`src/rtl/apb_rr_arbiter.sv`:
```
// apb_rr_arbiter: round-robin front-end for two requesters onto one APB bus.
// This block runs the SETUP and ACCESS phases itself. It honours pready wait
// states and returns a one-cycle done pulse, read data and an error flag to
// the requester that won arbitration.
//
// Optional ACCESS-phase timeout: define APB_ARB_TIMEOUT_EN. When it is not
// defined the bus waits for pready indefinitely and reqN_err is tied low.
//
// state  | meaning
// IDLE   | bus parked (all APB outputs 0), arbitrating incoming requests
// SETUP  | psel=1, penable=0, winner's addr/dir/data latched on the bus
// ACCESS | psel=1, penable=1, waiting for pready (or the timeout limit)
module apb_rr_arbiter #(
    parameter int ADDR_W      = 4,
    parameter int DATA_W      = 8,
    parameter int TIMEOUT_CYC = 16
) (
    input  logic              pclk,
    input  logic              presetn,

    input  logic              req0_valid,
    input  logic [ADDR_W-1:0] req0_addr,
    input  logic [DATA_W-1:0] req0_wdata,
    input  logic              req0_wr,
    output logic              req0_done,
    output logic [DATA_W-1:0] req0_rdata,
    output logic              req0_err,

    input  logic              req1_valid,
    input  logic [ADDR_W-1:0] req1_addr,
    input  logic [DATA_W-1:0] req1_wdata,
    input  logic              req1_wr,
    output logic              req1_done,
    output logic [DATA_W-1:0] req1_rdata,
    output logic              req1_err,

    output logic              psel,
    output logic              penable,
    output logic [ADDR_W-1:0] paddr,
    output logic              pwrite,
    output logic [DATA_W-1:0] pwdata,
    input  logic [DATA_W-1:0] prdata,
    input  logic              pready
);

    typedef enum logic [1:0] {
        S_IDLE   = 2'd0,
        S_SETUP  = 2'd1,
        S_ACCESS = 2'd2
    } state_t;

    state_t            r_state;
    state_t            w_state_nxt;

    logic              r_psel;
    logic              w_psel_nxt;
    logic              r_penable;
    logic              w_penable_nxt;
    logic [ADDR_W-1:0] r_paddr;
    logic [ADDR_W-1:0] w_paddr_nxt;
    logic              r_pwrite;
    logic              w_pwrite_nxt;
    logic [DATA_W-1:0] r_pwdata;
    logic [DATA_W-1:0] w_pwdata_nxt;

    // r_gnt: requester owning the current transfer; r_last_gnt: last winner
    logic              r_gnt;
    logic              w_gnt_nxt;
    logic              r_last_gnt;
    logic              w_last_gnt_nxt;

    logic [1:0]        r_done;
    logic [1:0]        w_done_nxt;
    logic [DATA_W-1:0] r_rdata0;
    logic [DATA_W-1:0] w_rdata0_nxt;
    logic [DATA_W-1:0] r_rdata1;
    logic [DATA_W-1:0] w_rdata1_nxt;

    logic              w_req_any;
    logic              w_win;
    logic [ADDR_W-1:0] w_win_addr;
    logic [DATA_W-1:0] w_win_wdata;
    logic              w_win_wr;
    logic              w_finish;

`ifdef APB_ARB_TIMEOUT_EN
    // 8 bits covers the full legal TIMEOUT_CYC range of 2..255
    localparam int               TMO_W    = 8;
    localparam logic [TMO_W-1:0] TMO_LAST = TMO_W'(TIMEOUT_CYC - 1);

    logic [TMO_W-1:0] r_tmo_cnt;
    logic [TMO_W-1:0] w_tmo_cnt_nxt;
    logic [1:0]       r_err;
    logic [1:0]       w_err_nxt;
`endif

    assign w_req_any = req0_valid | req1_valid;

    // Round-robin pick: a lone requester wins; on a tie the one not served last wins
    always_comb begin
        w_win = 1'b0;
        if (req0_valid && req1_valid) begin
            w_win = ~r_last_gnt;
        end else if (req1_valid) begin
            w_win = 1'b1;
        end
    end

    assign w_win_addr  = w_win ? req1_addr  : req0_addr;
    assign w_win_wdata = w_win ? req1_wdata : req0_wdata;
    assign w_win_wr    = w_win ? req1_wr    : req0_wr;

    // State register
    always_ff @(posedge pclk) begin
        if (!presetn) begin
            r_state <= S_IDLE;
        end else begin
            r_state <= w_state_nxt;
        end
    end

    // Next state and next values of every registered output
    always_comb begin
        w_state_nxt    = r_state;
        w_psel_nxt     = r_psel;
        w_penable_nxt  = r_penable;
        w_paddr_nxt    = r_paddr;
        w_pwrite_nxt   = r_pwrite;
        w_pwdata_nxt   = r_pwdata;
        w_gnt_nxt      = r_gnt;
        w_last_gnt_nxt = r_last_gnt;
        w_done_nxt     = 2'b00;
        w_rdata0_nxt   = r_rdata0;
        w_rdata1_nxt   = r_rdata1;
        w_finish       = 1'b0;
`ifdef APB_ARB_TIMEOUT_EN
        w_tmo_cnt_nxt  = r_tmo_cnt;
        w_err_nxt      = 2'b00;
`endif

        case (r_state)
            S_IDLE: begin
                if (w_req_any) begin
                    w_state_nxt    = S_SETUP;
                    w_psel_nxt     = 1'b1;
                    w_paddr_nxt    = w_win_addr;
                    w_pwrite_nxt   = w_win_wr;
                    w_pwdata_nxt   = w_win_wr ? w_win_wdata : '0;
                    w_gnt_nxt      = w_win;
                    w_last_gnt_nxt = w_win;
                end
            end

            S_SETUP: begin
                w_state_nxt   = S_ACCESS;
                w_penable_nxt = 1'b1;
`ifdef APB_ARB_TIMEOUT_EN
                w_tmo_cnt_nxt = '0;
`endif
            end

            S_ACCESS: begin
                if (pready) begin
                    w_finish = 1'b1;
                    // writes leave the requester's last read data untouched
                    if (!r_pwrite) begin
                        if (r_gnt) begin
                            w_rdata1_nxt = prdata;
                        end else begin
                            w_rdata0_nxt = prdata;
                        end
                    end
                end
`ifdef APB_ARB_TIMEOUT_EN
                else if (r_tmo_cnt == TMO_LAST) begin
                    w_finish  = 1'b1;
                    w_err_nxt = r_gnt ? 2'b10 : 2'b01;
                    if (r_gnt) begin
                        w_rdata1_nxt = '0;
                    end else begin
                        w_rdata0_nxt = '0;
                    end
                end else begin
                    w_tmo_cnt_nxt = r_tmo_cnt + 1'b1;
                end
`endif
            end

            default: begin
                w_state_nxt = S_IDLE;
            end
        endcase

        // Normal completion and timeout abort both park the bus and pulse done
        if (w_finish) begin
            w_state_nxt   = S_IDLE;
            w_psel_nxt    = 1'b0;
            w_penable_nxt = 1'b0;
            w_paddr_nxt   = '0;
            w_pwrite_nxt  = 1'b0;
            w_pwdata_nxt  = '0;
            w_done_nxt    = r_gnt ? 2'b10 : 2'b01;
        end
    end

    // Output and bookkeeping registers; reset parks the bus and abandons any transfer
    always_ff @(posedge pclk) begin
        if (!presetn) begin
            r_psel     <= 1'b0;
            r_penable  <= 1'b0;
            r_paddr    <= '0;
            r_pwrite   <= 1'b0;
            r_pwdata   <= '0;
            r_gnt      <= 1'b0;
            r_last_gnt <= 1'b1;
            r_done     <= 2'b00;
            r_rdata0   <= '0;
            r_rdata1   <= '0;
        end else begin
            r_psel     <= w_psel_nxt;
            r_penable  <= w_penable_nxt;
            r_paddr    <= w_paddr_nxt;
            r_pwrite   <= w_pwrite_nxt;
            r_pwdata   <= w_pwdata_nxt;
            r_gnt      <= w_gnt_nxt;
            r_last_gnt <= w_last_gnt_nxt;
            r_done     <= w_done_nxt;
            r_rdata0   <= w_rdata0_nxt;
            r_rdata1   <= w_rdata1_nxt;
        end
    end

`ifdef APB_ARB_TIMEOUT_EN
    // ACCESS wait-state counter and error flags
    always_ff @(posedge pclk) begin
        if (!presetn) begin
            r_tmo_cnt <= '0;
            r_err     <= 2'b00;
        end else begin
            r_tmo_cnt <= w_tmo_cnt_nxt;
            r_err     <= w_err_nxt;
        end
    end

    assign req0_err = r_err[0];
    assign req1_err = r_err[1];
`else
    assign req0_err = 1'b0;
    assign req1_err = 1'b0;
`endif

    assign psel       = r_psel;
    assign penable    = r_penable;
    assign paddr      = r_paddr;
    assign pwrite     = r_pwrite;
    assign pwdata     = r_pwdata;
    assign req0_done  = r_done[0];
    assign req1_done  = r_done[1];
    assign req0_rdata = r_rdata0;
    assign req1_rdata = r_rdata1;

endmodule

```
`config.mk`:
```
export PLATFORM = sky130hd
export DESIGN_NAME = apb_rr_arbiter
export DESIGN_NICKNAME = d
export VERILOG_FILES = /design/src/rtl/apb_rr_arbiter.sv
export SDC_FILE = /design/constraint.sdc
export NUM_CORES = 1
export LEC_CHECK = 0
export ABC_AREA = 1
export BUFFER_PORTS_ARGS = -buffer_cell sky130_fd_sc_hd__buf_2
export CAP_MARGIN = 0
export CORE_MARGIN = 10
export CORE_UTILIZATION = 42
export DETAILED_ROUTE_END_ITERATION = 8
export GPL_ROUTABILITY_DRIVEN = 0
export PLACE_DENSITY_LB_ADDON = 0.08
export SLEW_MARGIN = 5
export SYNTH_ARGS = -nofsm -noshare
export SYNTH_HDL_FRONTEND = slang
export SYNTH_SLANG_ARGS = --single-unit
```
`constraint.sdc`:
```
create_clock -name pclk -period 1 [get_ports pclk]
set_input_delay 0.15 -clock pclk [delete_from_list [all_inputs] [get_ports pclk]]
set_output_delay 0.15 -clock pclk [all_outputs]
set_load 0.02 [all_outputs]
```
==> key figures, run 1 <==
Final layout
  – Ratio of cells with drive above 1 in the final layout: 52.2%
  – Sequential cell area: 747 µm²
  – Layout Nets: 332
  – Final Util: 63.5%
  – Antenna Cells: 0
  – Commonest cells after routing, fill and taps aside: 69 x buf_2, 40 x nor2_1, 32 x dfxtp_1, 27 x nand2_1, 14 x nand2_2
  – Multi-input gate area: 871 µm²
  – Most common library cell in the layout ignoring fill and taps: buf_2
  – Layout fillers: 363
  – P&R area growth vs syn: 44.4%

Die
  – IO Pins: 74
  – Initial Util: 43.9%
  – # rows: 22
  – Core Region: 3720 µm²
  – Die Height: 82.4 µm
  – Die footprint: 6780 µm²
  – Die width: 82.4 µm

Worst setup path
  – Critical R2R Launch: r_state[0]
  – Worst-path fanout max: 9
  – Crit Path Class: reg -> reg
  – Worst EP arrival: 1.28 ns
  – CP Launch Type: flop
  – CP Launch Point: r_state[0]
  – Req. time, crit path: 1.17 ns
  – CP endpoint kind: flop

Logic synthesis
  – Post-synthesis compound-gate area fraction: 13.1%
  – Post-synth design cell area: 1630 µm²
  – Seq/Total Area, Yosys: 45.4%
  – Distinct cells, synth: 22
  – Yosys reg bits: 37
  – Syn avg cell area: 7.96 µm²
  – Mux share of post-synthesis cell area: 0%
  – Ys Warns: 0
  – Post-synthesis simple-gate area fraction: 33.2%
  – Gate Count Post-Synth: 205
  – Adder-cell share of the synthesized area: 0%
  – Combinational family with the most area after synthesis: simple AND/OR/NAND/NOR gates
  – Post-Synth XOR/XNOR Area: 0%

CTS
  – Hold-fix buffers, CTS: 0
  – H-tree depth reported by CTS: 2
  – Post CTS Setup Buffer Count: 0
  – Root buffer cell: clkbuf_8
  – CTS clk-pin slew, worst paths: 0.07 ns
  – Clock latency on the worst-skew pair: 0.28 ns
  – CTS Buffer Depth: 2
  – CTS tree: done
  – Num CTS Buffers: 5
  – CTS Sinks: 37

Placement
  – DP HPWL: 3370 µm
  – Port Buffer Count: 71

Power
  – Combinational share of power: 28.0%
  – Clk pwr share: 27.4%
  – Int Power: 2.57 mW
  – Sw Ratio: 30.6%
  – Pwr per Cell Area: 1570 nW/µm²
  – Register share of total power: 44.6%
  – Final Power: 3.71 mW
  – Max VDD drop: 697 µV
  – P_leak: 1.11 nW
  – Sw power: 1.14 mW

Route
  – Detailed Route WL: 4350 µm
  – Wire per inst: 12.7 µm
  – TritonRoute pass-1 iters: 4
  – Vias: 1556
  – Residual DRC count: 0
  – Detail Route Antenna Nets: 0
  – Vias per Instance: 4.56
  – 1st-iter DRT viols: 52

Timing
  – RSZ-0062 raised after global routing: true
  – Final setup margin: -0.109 ns
  – Final count of hold timing violations: 0
  – Fin crit share: 111%
  – Minimum clock period: 1.11 ns
  – Fmax: 902 MHz
  – Pins Over Slew Limit: 0
  – Skew final: 0.00161 ns
  – Count of final setup violators: 32

Run status
  – Failing checks: negative setup slack
  – Run status: complete, but fails checks

Run
  – Maxcap violations: 0

Global routing
  – First-pass GRT wire length: 6830 µm
  – GRT overflow: 0
  – GRT Total Usage: 12.9%
  – Antenna violations before repair: 0
  – Largest net degree at the start of global routing: 17
  – Vias in the first global route: 1511

Hold path
  – Min-Delay Startpoint: req0_addr[1]
  – HP Class: in -> reg
==> final timing paths <==
kind	end	slack [ns]	cells past startpoint
worst max-delay path	paddr[1]	-0.11	7
worst min-delay path	paddr[1]	0.09	3
worst max register to register	paddr[1]	-0.11	7
worst min register to register	pwdata[6]	0.47	2
==> registers in the layout (all words and copies together), names as in the netlist <==
name        cells
req0_rdata      8
r_last_gnt      1
psel            1
r_done          2
req1_rdata      8
r_gnt           1
r_state         2
paddr           4
pwdata          8
pwrite          1
penable         1
==> synthesized netlist by cell type <==
| cell type | number | area, µm² |
|---|---|---|
| inv_2 | 3 | 11.3 |
| nor3_1 | 2 | 10.0 |
| nand3_1 | 10 | 50.1 |
| nand2_1 | 40 | 150 |
| buf_6 | 2 | 22.5 |
| o21ai_0 | 20 | 100 |
| nand2_2 | 3 | 18.8 |
| nand2_4 | 2 | 22.5 |
| nand3_4 | 2 | 35.0 |
| buf_2 | 1 | 5.00 |
| buf_12 | 1 | 20.0 |
| buf_4 | 5 | 37.5 |
| a21oi_1 | 7 | 35.0 |
| dfxtp_1 | 37 | 741 |
| inv_1 | 6 | 22.5 |
| nor2_1 | 41 | 154 |
| a21oi_2 | 9 | 78.8 |
| nand3_2 | 9 | 90.1 |
| clkbuf_1 | 1 | 3.75 |
| clkinv_2 | 2 | 10.0 |
| conb_1 | 1 | 3.75 |
| nor2_4 | 1 | 11.3 |
==> repair_timing <==
item | CTS | global route
resized for setup | 38 | 13
gates cloned | 3 | 0
pin swaps | 5 | 1
setup endpoints to repair | 31 | 37
==> power groups by stage <==
stage,clock network (mW),logic [mW],registers [mW]
2_1_floorplan,0,0.487,1.78
3_3_place_gp,0,0.928,1.68
3_5_place_dp,0,0.935,1.67
4_1_cts,1.05,1.01,1.65
5_1_grt,1.12,1.14,1.67
6_report,1.02,1.04,1.66
==> worst max-delay path, cell delays in order (launching register included) <==
cell and delay (ns):
dfxtp_2 0.32, inv_2 0.09, nand2_2 0.07, nor2_4 0.16, buf_12 0.14, nand2_1 0.05, a21oi_1 0.11, nor2_1 0.05
==> layer usage <==
metal / share of wire (%) / track usage [%] / wire length [µm]
met5: 0 / 0 / 0
met4: 1.6 / 5.61 / 68
met3: 12 / 5.62 / 504
met2: 46 / 20.8 / 1990
met1: 41 / 14.4 / 1780
==> cell type report <==
class / instances / area share [%]
multi-input combinational: 151 / 36.9
sequential: 37 / 31.7
timing repair buffer: 87 / 22.8
clock buffer: 7 / 3.66
tap: 48 / 2.55
inverter: 11 / 2.39
==> through the flow <==
step           cell area (µm²)  std cells  TNS, ns  hold slack, ns  setup slack, ns
2_1_floorplan             1640        206  -0.0457           0.286         -0.00605
3_3_place_gp              2140        331    -1.60           0.378          -0.0784
3_5_place_dp              2140        331    -1.99           0.380           -0.101
4_1_cts                   2320        341    -2.11          0.0823          -0.0917
5_1_grt                   2360        341    -4.30          0.0941           -0.174
6_report                  2360        341    -1.92          0.0896           -0.109
==> kinds of logic (layout without fill, tap and decap cells) <==
family | after synthesis | in the layout
simple gates | 110 | 113
flops | 37 | 37
other cells | 1 | 2
compound gates | 36 | 36
buf+inv | 21 | 105
Note: power is estimated with default switching activity, not from simulation.
==> run 2: changes to the inputs <==
- REMOVE_ABC_BUFFERS: default -> 1
==> key figures, run 2 (same netlist as run 1, synthesis figures left out) <==
Worst setup path
  – CP endpoint kind: flop
  – Worst-path fanout max: 5 (-4)
  – Worst path max stage delay: 0.34 ns (+0.02 ns)
  – Worst EP arrival: 1.25 ns (-0.03 ns)
  – Req. time, crit path: 1.18 ns (about the same)
  – CP Launch Type: flop
  – Crit Path Class: reg -> reg
  – Reg2Reg Setup Slack: -0.07 ns (+0.04 ns)
  – Crit-path slowest cell: dfxtp_2
  – Critical path cell sequence: inv_2 -> nand2_2 -> nor2_4 -> inv_1 -> buf_4 -> nand2_1 -> a21oi_2

Global routing
  – GRT overflow: 0 (unchanged)
  – Largest net degree at the start of global routing: 20 (+3)
  – Antenna violations before repair: 0 (unchanged)
  – GRT Total Usage: 12.9% (+0.052 points)
  – First-pass GRT wire length: 6890 µm (+0.91%)
  – Vias in the first global route: 1503 (-0.53%)

Die
  – # rows: 22 (unchanged)
  – IO Pins: 74 (unchanged)
  – Core Region: 3720 µm² (unchanged)
  – Initial Util: 43.9% (unchanged)
  – Die width: 82.4 µm (unchanged)
  – Die Height: 82.4 µm (unchanged)
  – Die footprint: 6780 µm² (unchanged)

CTS
  – CTS Buffer Depth: 2 (unchanged)
  – Root buffer cell: clkbuf_8
  – CTS tree: done
  – CTS clk-pin slew, worst paths: 0.07 ns (about the same)
  – H-tree depth reported by CTS: 2 (unchanged)
  – Num CTS Buffers: 5 (unchanged)
  – CTS Sinks: 37 (unchanged)
  – Clock latency on the worst-skew pair: 0.28 ns (about the same)

Route
  – Vias per Instance: 4.60 (+0.91%)
  – Detailed Route WL: 4430 µm (+2.0%)
  – Residual DRC count: 0 (unchanged)
  – Detail Route Antenna Nets: 0 (unchanged)
  – TritonRoute pass-1 iters: 4 (unchanged)
  – Wire per inst: 12.7 µm (-0.34%)
  – 1st-iter DRT viols: 40 (-23%)
  – Vias: 1607 (+3.3%)

Placement
  – Port Buffer Count: 71 (unchanged)
  – Pre-CTS setup slack: -0.0752 ns (+0.0258 ns)
  – DP HPWL: 3380 µm (+0.23%)

Power
  – Max VDD drop: 1030 µV (+48%)
  – P_leak: 1.14 nW (+2.9%)
  – Pwr per Cell Area: 1580 nW/µm² (+0.31%)

Final layout
  – Layout Nets: 339 (+2.1%)
  – P&R area growth vs syn: 47.1%
  – Commonest cells after routing, fill and taps aside: 67 x buf_2, 41 x nor2_1, 36 x nand2_1, 32 x dfxtp_1, 23 x buf_4
  – Final Util: 64.6% (+1.2 points)
  – Ratio of cells with drive above 1 in the final layout: 54.2% (+1.9 points)
  – Antenna Cells: 0 (unchanged)
  – Most common library cell in the layout ignoring fill and taps: buf_2

Timing
  – Final setup margin: -0.0693 ns (+0.0399 ns)
  – Fmax: 935 MHz (+3.7%)
  – Fin crit share: 107% (-4.0 points)
  – Setup tns final: -1.12 ns (+0.798 ns)
  – Minimum clock period: 1.07 ns (-0.0399 ns)
  – Pins Over Slew Limit: 0 (unchanged)
  – Count of final setup violators: 29 (-9.4%)
  – RSZ-0062 raised after global routing: true
  – Skew final: 0.00880 ns (+0.00720 ns)
  – Final count of hold timing violations: 0 (unchanged)

Run
  – Maxcap violations: 0 (unchanged)

Run status
  – Run status: complete, but fails checks
  – Failing checks: negative setup slack

Hold path
  – HP Class: in -> reg
[run 2: cell count changes in the layout (fill, tap and decap cells not counted), moves of 2 or more]
cell     change
buf_12       -3
a21oi_2      +2
nand2_1      +9
nand2_2      -8
o21ai_1      -9
buf_2        -2
buf_4       +11
o21ai_2     +10
a21oi_1      -2
[run 2: stage by stage]
| step | hold WS [ns] | cell area (µm²) | total power [mW] | instances |
|---|---|---|---|---|
| 3_3_place_gp | 0.380 | 2140 | 2.60 | 337 |
| 5_1_grt | 0.0771 | 2400 | 4.01 | 349 |
| 4_1_cts | 0.0833 | 2320 | 3.77 | 348 |
| 3_5_place_dp | 0.385 | 2140 | 2.60 | 337 |
| 2_1_floorplan | 0.234 | 1550 | 2.17 | 196 |
| 6_report | 0.0890 | 2400 | 3.79 | 349 |
[run 2: worst paths after layout]
kind | start | endpoint | depth (start not counted)
worst max register to register | r_state[1] | pwdata[2] | 7
worst max-delay path | r_state[1] | pwdata[2] | 7
worst min register to register | req0_rdata[5] | req0_rdata[5] | 2
worst min-delay path | req0_addr[3] | paddr[3] | 3
[run 2: report_power, final]
group / switching, mW / total [mW] / leakage [nW] / internal, mW
Sequential: 0.0609 / 1.65 / 0.303 / 1.59
Clock: 0.490 / 1.11 / 0.0542 / 0.622
Combinational: 0.593 / 1.03 / 0.784 / 0.437
[run 2: metal layers]
layer,global-route usage (%),share of wire [%]
met1,16.4,44
met4,4.59,0.38
met3,5.83,8.4
met2,18.8,48
met5,0,0
[run 2: final cells by class]
type,count,area [µm²]
clock buffer,7,96.3
clock inverter,1,5.00
fill,364,1310
inverter,11,53.8
multi-input combinational,151,878
sequential,37,747
tap,48,60.1
timing repair buffer,94,562
[run 2: repair_timing]
| action | CTS | global route |
|---|---|---|
| cloned | 3 | 0 |
| hold buffers | 0 | 0 |
| setup endpoints to repair | 36 | 39 |
| gates resized for setup | 34 | 21 |
| pin swaps | 1 | 4 |
| buffers inserted | 0 | 1 |
[run 2: worst max-delay path: cells and delay by family, from the launching register on]
kind,cells,cell delay (ns)
simple gates,3,0.26
flops,1,0.34
compound gates,1,0.06
buf+inv,3,0.32
